<file path="src/rtl/seq_mult_core.sv">
// Multi-cycle shift-add multiplier for signed or unsigned WIDTH x WIDTH operands.
// Handshakes: valid/ready on the operand input and on the result output.
module seq_mult_core #(
  parameter int WIDTH = 16,
  localparam int ZW = 2*WIDTH + 1
) (
  input  logic             sig_clk,
  input  logic             sig_rst,
  input  logic [WIDTH-1:0] sig_a,
  input  logic [WIDTH-1:0] sig_b,
  input  logic             sig_signed,
  input  logic             sig_ab_valid,
  output logic             sig_ab_ready,
  output logic [ZW-1:0]    sig_z,
  output logic             sig_z_valid,
  input  logic             sig_z_ready,
  output logic [WIDTH-1:0] sig_a_real,
  output logic [WIDTH-1:0] sig_b_real,
  output logic             sig_busy
);

  localparam int AW = 2*WIDTH;
  localparam int CW = $clog2(WIDTH);

  typedef enum logic [1:0] {
    IDLE = 2'd0,
    CALC = 2'd1,
    DONE = 2'd2
  } state_t;

  state_t             state_q, state_d;
  logic               ab_ready_q, ab_ready_d;
  logic               z_valid_q, z_valid_d;
  logic               busy_q, busy_d;
  logic [ZW-1:0]      z_q, z_d;
  logic [WIDTH-1:0]   a_real_q, a_real_d;
  logic [WIDTH-1:0]   b_real_q, b_real_d;
  logic               signed_q, signed_d;
  logic               neg_q, neg_d;
  logic [AW-1:0]      mcand_q, mcand_d;
  logic [WIDTH-1:0]   mplier_q, mplier_d;
  logic [AW-1:0]      acc_q, acc_d;
  logic [CW-1:0]      cnt_q, cnt_d;

  logic               xfer_s;
  logic               take_s;
  logic [AW-1:0]      acc_sum_s;
  logic [AW-1:0]      prod_s;

  // Most-negative input maps to 2^(WIDTH-1), which still fits in WIDTH unsigned bits.
  function automatic logic [WIDTH-1:0] magnitude(input logic [WIDTH-1:0] v, input logic sgn);
    if (sgn && v[WIDTH-1]) begin
      magnitude = ~v + WIDTH'(1'b1);
    end else begin
      magnitude = v;
    end
  endfunction

  function automatic logic [ZW-1:0] extend(input logic [AW-1:0] v, input logic sgn);
    if (sgn) begin
      extend = {v[AW-1], v};
    end else begin
      extend = {1'b0, v};
    end
  endfunction

  assign xfer_s    = sig_ab_valid && ab_ready_q;
  assign take_s    = z_valid_q && sig_z_ready;
  assign acc_sum_s = mplier_q[0] ? (acc_q + mcand_q) : acc_q;
  assign prod_s    = neg_q ? (~acc_sum_s + AW'(1'b1)) : acc_sum_s;

  // Next-state and datapath: the multiplicand shifts left so each add is (mcand << count).
  always_comb begin
    state_d    = state_q;
    z_valid_d  = z_valid_q;
    z_d        = z_q;
    a_real_d   = a_real_q;
    b_real_d   = b_real_q;
    signed_d   = signed_q;
    neg_d      = neg_q;
    mcand_d    = mcand_q;
    mplier_d   = mplier_q;
    acc_d      = acc_q;
    cnt_d      = cnt_q;
    ab_ready_d = 1'b0;
    busy_d     = 1'b0;
    case (state_q)
      IDLE: begin
        if (xfer_s) begin
          state_d  = CALC;
          a_real_d = sig_a;
          b_real_d = sig_b;
          signed_d = sig_signed;
          neg_d    = sig_signed && (sig_a[WIDTH-1] ^ sig_b[WIDTH-1]);
          mcand_d  = {{WIDTH{1'b0}}, magnitude(sig_a, sig_signed)};
          mplier_d = magnitude(sig_b, sig_signed);
          acc_d    = {AW{1'b0}};
          cnt_d    = {CW{1'b0}};
        end else begin
          state_d = IDLE;
        end
      end
      CALC: begin
        acc_d    = acc_sum_s;
        mcand_d  = {mcand_q[AW-2:0], 1'b0};
        mplier_d = {1'b0, mplier_q[WIDTH-1:1]};
        cnt_d    = cnt_q + CW'(1'b1);
        if (cnt_q == CW'(WIDTH-1)) begin
          state_d   = DONE;
          z_d       = extend(prod_s, signed_q);
          z_valid_d = 1'b1;
        end else begin
          state_d = CALC;
        end
      end
      DONE: begin
        if (take_s) begin
          state_d   = IDLE;
          z_valid_d = 1'b0;
        end else begin
          state_d = DONE;
        end
      end
      default: begin
        state_d   = IDLE;
        z_valid_d = 1'b0;
      end
    endcase
    // Ready and busy are registered copies of where the FSM is heading.
    if (state_d == IDLE) begin
      ab_ready_d = 1'b1;
      busy_d     = 1'b0;
    end else begin
      ab_ready_d = 1'b0;
      busy_d     = 1'b1;
    end
  end

  // State and datapath registers with synchronous active-low reset.
  always_ff @(posedge sig_clk) begin
    if (!sig_rst) begin
      state_q    <= IDLE;
      ab_ready_q <= 1'b0;
      z_valid_q  <= 1'b0;
      busy_q     <= 1'b0;
      z_q        <= {ZW{1'b0}};
      a_real_q   <= {WIDTH{1'b0}};
      b_real_q   <= {WIDTH{1'b0}};
      signed_q   <= 1'b0;
      neg_q      <= 1'b0;
      mcand_q    <= {AW{1'b0}};
      mplier_q   <= {WIDTH{1'b0}};
      acc_q      <= {AW{1'b0}};
      cnt_q      <= {CW{1'b0}};
    end else begin
      state_q    <= state_d;
      ab_ready_q <= ab_ready_d;
      z_valid_q  <= z_valid_d;
      busy_q     <= busy_d;
      z_q        <= z_d;
      a_real_q   <= a_real_d;
      b_real_q   <= b_real_d;
      signed_q   <= signed_d;
      neg_q      <= neg_d;
      mcand_q    <= mcand_d;
      mplier_q   <= mplier_d;
      acc_q      <= acc_d;
      cnt_q      <= cnt_d;
    end
  end

  assign sig_ab_ready = ab_ready_q;
  assign sig_z        = z_q;
  assign sig_z_valid  = z_valid_q;
  assign sig_a_real   = a_real_q;
  assign sig_b_real   = b_real_q;
  assign sig_busy     = busy_q;

endmodule

</file>
<file path="config.mk">
export PLATFORM = sky130hd
export DESIGN_NAME = seq_mult_core
export DESIGN_NICKNAME = d
export VERILOG_FILES = /design/src/rtl/seq_mult_core.sv
export SDC_FILE = /design/constraint.sdc
export NUM_CORES = 1
export LEC_CHECK = 0
export ABC_AREA = 1
export CAP_MARGIN = 20
export CORE_MARGIN = 2
export CORE_UTILIZATION = 50
export CTS_BUF_LIST = sky130_fd_sc_hd__clkbuf_16
export DETAILED_ROUTE_END_ITERATION = 12
export PLACE_DENSITY_LB_ADDON = 0.2
export SYNTH_ARGS = -nofsm -noshare
export SYNTH_HDL_FRONTEND = slang
export SYNTH_SLANG_ARGS = --single-unit
</file>
<file path="constraint.sdc">
create_clock -name sig_clk -period 3.5 [get_ports sig_clk]
set_clock_uncertainty 0.05 [all_clocks]
set_input_delay 0.7 -clock sig_clk [delete_from_list [all_inputs] [get_ports sig_clk]]
set_output_delay 0.7 -clock sig_clk [all_outputs]
set_load 0.01 [all_outputs]
</file>
### Yosys cells after proc, flatten, opt, wreduce, memory -nomap -nowiden

Index checks and enable logic that the tools add are counted.

| cells by class | value |
|---|---|
| $add $sub $neg | 5 |
| equality and inequality tests | 6 |
| muxes and demuxes | 22 |
| bitwise gates (word level) | 5 |
| reductions and logical operators | 12 |

Operators by type and width:

| kind | count |
|---|---|
| $mux 32 | 4 |
| $pmux 32 s2 | 2 |
| $mux 16 | 3 |
| $mux 33 | 1 |
| $add 16x1->16 const B | 2 |
| $add 32x1->32 const B | 1 |
| $add 32x32->32 | 1 |
| $not 16->16 | 2 |
| $not 32->32 | 1 |
| $pmux 16 s2 | 1 |
| $pmux 4 s2 | 1 |
| $ne 2x2->1 const B | 3 |
| $pmux 2 s3 | 1 |
| $reduce_and 2->1 | 3 |
| $logic_and 1x1->1 | 5 |
| $mux 1 | 5 |
| $add 4x1->4 const B | 1 |
| $eq 4x4->1 const B | 1 |
| $logic_not 2->1 | 2 |
| $mux 2 | 2 |
| $mux 4 | 1 |
| $pmux 1 s3 | 1 |
| $reduce_and 3->1 | 1 |
| $eq 2x1->1 const B | 1 |
| other kinds (4) | 4 |

| word-level totals | value |
|---|---|
| flip-flop bits (word level) | 156 |
| bits of input ports | 37 |
| output and inout bits | 68 |
| logic and storage cells | 63 |

### Longest topological paths before layout

| depth | value |
|---|---|
| word-level depth | 6 |
| depth in mapped cells | 22 |
| mapped depth without buffers | 21 |

### Worst setup path before layout

OpenSTA, ideal clock, no wires.

| timing | value |
|---|---|
| path type | register to register |
| start | register mcand_q[0] |
| end | register z_q[18] (netlist: sig_z[18]) |
| setup time | 113 ps |
| arrival | 2,482 ps |
| required time | 3,337 ps |
| slack | 855 ps |
| stages on the path, launching flop included | 20 |
| path buffers | 0 |
| clock period less this slack | 2,645 ps |
| cells stage by stage | dfxtp_1 > ha_1 > fa_1 > nand2_1 > nand2_1 > nand3_1 > nand2_1 > nand2_1 > nand3_1 > o21ai_2 > nand2_1 > nor2_2 > nand2_1 > nor2_2 > nand3b_1 > nand2_1 > nand2_1 > xor2_1 > o21ai_1 > inv_1 |

| between the ends | value |
|---|---|
| cells in the longest elaborated chain, start to end | 6 |

Ends and longest elaborated chain:

| item | RTL line | source |
|---|---|---|
| start: declaration | 40 | `logic [AW-1:0] mcand_q, mcand_d;` |
| start signal: assignment | 151 | `mcand_q <= {AW{1'b0}};` |
| start signal: assignment | 165 | `mcand_q <= mcand_d;` |
| $add 32x32->32 (*) | 69 | `assign acc_sum_s = mplier_q[0] ? (acc_q + mcand_q) : acc_q;` |
| $mux 32 (*) | 69 |  |
| $not 32->32 | 70 | `assign prod_s = neg_q ? (~acc_sum_s + AW'(1'b1)) : acc_sum_s;` |
| $add 32x1->32 | 70 |  |
| $mux 32 (*) | 70 |  |
| $mux 33 (*) | 60 | `if (sgn) begin` |
| end signal: assignment | 146 | `z_q <= {ZW{1'b0}};` |
| end signal: assignment | 160 | `z_q <= z_d;` |
| end: declaration | 35 | `logic [ZW-1:0] z_q, z_d;` |

Every way passes the cells marked *; elsewhere a longest branch is shown, timed or not.
A chain may end at the register's enable or synchronous reset.

### Final worst setup path

| timing | value |
|---|---|
| start | register mcand_q[0] |
| end | register z_q[26] (netlist: sig_z[26]) |

The elaborated chain is that of the path after synthesis.

==> summary.md <==
| Metric | Value |
|---|---|
| Starting DRT DRC Count | `645` |
| Final cell count without fillers | `2005` |
| Final WL | `29500 µm` |
| RSZ-0062 raised after global routing | `false` |
| CTS resizes | `0` |
| Top cells by count, synth | `nand2_1, inv_1, nor2_1` |
| Clk sink count | `156` |
| CP Max Fanout | `6` |
| Num CTS Buffers | `17` |
| CP Capture Type | `flip-flop` |
| Vias in the first global route | `9893` |
| CP delay by family, top | `simple AND/OR/NAND/NOR gates` |
| Die area | `21500 µm²` |
| # setup viols final | `0` |
| Final Wtd Congestion | `just under 1` |
| CP startpoint kind | `flip-flop` |
| Minimum clock period | `around 3.0 ns` |
| Die width | `147 µm` |
| Asr flop ratio synth | `0%` |
| Die H | `147 µm` |
| Via count | `10500` |
| Sequential Power Share | `41.1%` |
| Switching power total | `1.48 mW` |
| DR DRC count | `0` |
| Row cnt | `52` |
| Placed Instances | `1973` |
| Net Count, Synth | `1722` |
| Area leader, netlist | `dfxtp_1` |
| Initial Util | `between 50% and 60%` |
| Worst-margin pin slew | `0.756 ns` |
| WS Path Type | `reg -> reg` |
| Final Hold Vio Count | `0` |
| Synth Flop Type | `dfxtp_1` |
| Worst vdd ir | `274 µV` |
| Status | `completed` |
| Synth top area cells | `dfxtp_1, nand2_1, inv_1` |
| Hold Buf Count CTS | `0` |
| CORE AREA | `~20000 µm²` |
| Yosys top cell area share | `30.8%` |
| Clock share of power | `about two fifths` |
| P_int | `3.10 mW` |
| FF+latch count, synth | `156` |
| Port-buffer cells | `104` |
| YS warnings | `0` |
| DR pass1 iterations | `5` |
| Cells after Synth | `1649` |
| Avg Inst Size Synth | `6.16 µm²` |
| Slowest cell on the critical path | `fa_1` |
| Clock Path Buffers | `2` |
| Switching share of power | `32.3%` |
| EDFF count, synth | `0` |
| Routed len/inst | `14.7 µm` |
| Logic pwr share | `~18%` |
| Worst path bufs/invs | `1` |
| Number of max-cap violations | `0` |
| Slowest stage delay, CP | `0.46 ns` |
| PwrDens | `381 nW/µm²` |
| Area delta synth->final | `18.3%` |
| Max Fclk | `328 MHz` |
| Period utilization | `87.1%` |
| Worst-path clk slew | `0.08 ns` |
| Leakage Power | `roughly 5.7 nW` |
| Initial antenna violation count | `0` |
| Syn Std Cell Area | `10200 µm²` |
| Final setup TNS | `0 ns` |
| Worst-Skew Late Latency | `0.44 ns` |
| Antenna Cells | `0` |
| Global-route wire length before repair | `48400 µm` |
| Worst hold slack | `0.417 ns` |
| Sequential fraction of the synthesis area | `30.8%` |
| Most frequent cell after synthesis | `nand2_1` |
| Most used cell along the critical path | `nand2_1` |
| FILL cells | `2010` |
| Htree depth | `4` |
| I/O Pins | `around 110` |
| Arrival @ worst endpoint | `3.34 ns` |
| Root buffer cell | `clkbuf_16` |
| Yosys cell types | `46` |
| Layout cells sized above 1 | `7.15%` |
| Final net count | `1795` |
| Cell Chain, Critical Path | `ha_1 -> fa_1 -> nand2_1 -> nand2_1 -> nand3_1 -> nand2_1 -> nand2_1 -> nand2_1 -> nand2_1 -> nand3_1 -> o21ai_1 -> nand2_1 -> nor2_1 -> nand4_1 -> nand2_2 -> nand2_1 -> nand2_1 -> nand2_1 -> o21ai_1 -> inv_1` |
| Via-to-Cell Ratio | `5.22` |
| Remaining Overflow, GRT | `0` |
| CP Data Required Time | `between 3 and 4 ns` |
| Slew Limit Fails | `0` |
| Largest net degree at the start of global routing | `75` |
| Post-route ant nets | `0` |
| Relative slew slack | `about half` |
| CTS tree | `built` |
| Total GRT Usage | `27.7%` |
| Hold crit path type | `reg -> reg` |
| DP HPWL | `21800 µm` |
| Post-CTS setup buffer count | `0` |
cell type report:
class                           count  area (µm²)  area share (%)
Tap cell                          270         338            2.81
Clock inverter                     15         168            1.40
Clock buffer                       17         425            3.54
Inverter                          247         928            7.73
Multi-Input combinational cell   1182        5870            48.8
Timing Repair Buffer              118        1170            9.70
Sequential cell                   156        3120            26.0
power by group through the flow:
| stage | sequential, mW | clock (mW) | combinational, mW |
|---|---|---|---|
| detailed placement | 1.92 | 0 | 0.805 |
| floorplan | 1.92 | 0 | 0.530 |
| finish | 1.88 | 1.88 | 0.815 |
| CTS | 1.88 | 1.90 | 0.813 |
| global route | 1.89 | 1.96 | 0.905 |
| global placement | 1.92 | 0 | 0.798 |
registers in the layout, summed over array words and instances, names as in the netlist:
register      count
sig_z            33
acc_q            32
mcand_q          32
mplier_q         16
sig_a_real       16
sig_b_real       16
cnt_q             4
state_q           2
neg_q             1
sig_ab_ready      1
sig_busy          1
sig_z_valid       1
signed_q          1
placed cells by master (no fill, tap or decap), types with 15 or more instances in the layout:
cell type,n
a21oi_1,103
a31oi_1,23
clkbuf_16,17
clkdlybuf4s50_1,103
dfxtp_1,155
ha_1,35
inv_1,230
nand2_1,505
nand3_1,104
nand4_1,15
nor2_1,165
nor3_1,16
o21ai_0,62
or2_2,22
xor2_1,29
per-stage QoR:
stage	power (mW)	cell area, µm²	setup WS [ns]	utilization, %
2_1_floorplan	2.45	10200	0.855	-
3_3_place_gp	2.72	11400	0.474	56.8
3_5_place_dp	2.73	11400	0.420	56.8
4_1_cts	4.59	12000	0.472	59.8
5_1_grt	4.76	12000	0.111	59.8
6_report	4.58	12000	0.451	59.8
layer usage:
layer / global-route usage, % / vias to the layer above / wire [µm]
li1: - / 5388 / -
met1: 33.0 / 4756 / 12900
met2: 50.0 / 255 / 14400
met3: 4.44 / 65 / 1170
met4: 10.7 / 0 / 1060
met5: 0 / - / 0
worst paths after layout:
kind                          startpoint                           to  slack [ns]  cells past startpoint
max              mcand_q[0]$_SDFFE_PN0P_       sig_z[26]$_SDFFE_PN0P_        0.45                     20
min          sig_b_real[15]$_SDFFE_PN0P_  sig_b_real[15]$_SDFFE_PN0P_        0.42                      2
max reg2reg      mcand_q[0]$_SDFFE_PN0P_       sig_z[26]$_SDFFE_PN0P_        0.45                     20
min reg2reg  sig_b_real[15]$_SDFFE_PN0P_  sig_b_real[15]$_SDFFE_PN0P_        0.42                      2
worst register-to-register path, stage by stage (launching register included):
cell	delay [ns]
dfxtp_1	0.33
ha_1	0.25
fa_1	0.46
nand2_1	0.11
nand2_1	0.09
nand3_1	0.12
nand2_1	0.12
nand2_1	0.10
nand2_1	0.06
nand2_1	0.05
nand3_1	0.06
o21ai_1	0.24
nand2_1	0.16
nor2_1	0.13
nand4_1	0.11
nand2_2	0.15
nand2_1	0.09
nand2_1	0.06
nand2_1	0.05
o21ai_1	0.12
inv_1	0.04
cells by family after synthesis:
logic type	Yosys count	synth area share [%]
AND/OR/NAND/NOR	871	36.8
buffers and inverters	311	11.7
AO/OA/AOI/OAI	243	13.6
flip-flops	156	30.8
adder cells (fa/ha/maj)	36	4.51
XOR/XNOR	32	2.76
(Power assumes the default switching activity.)
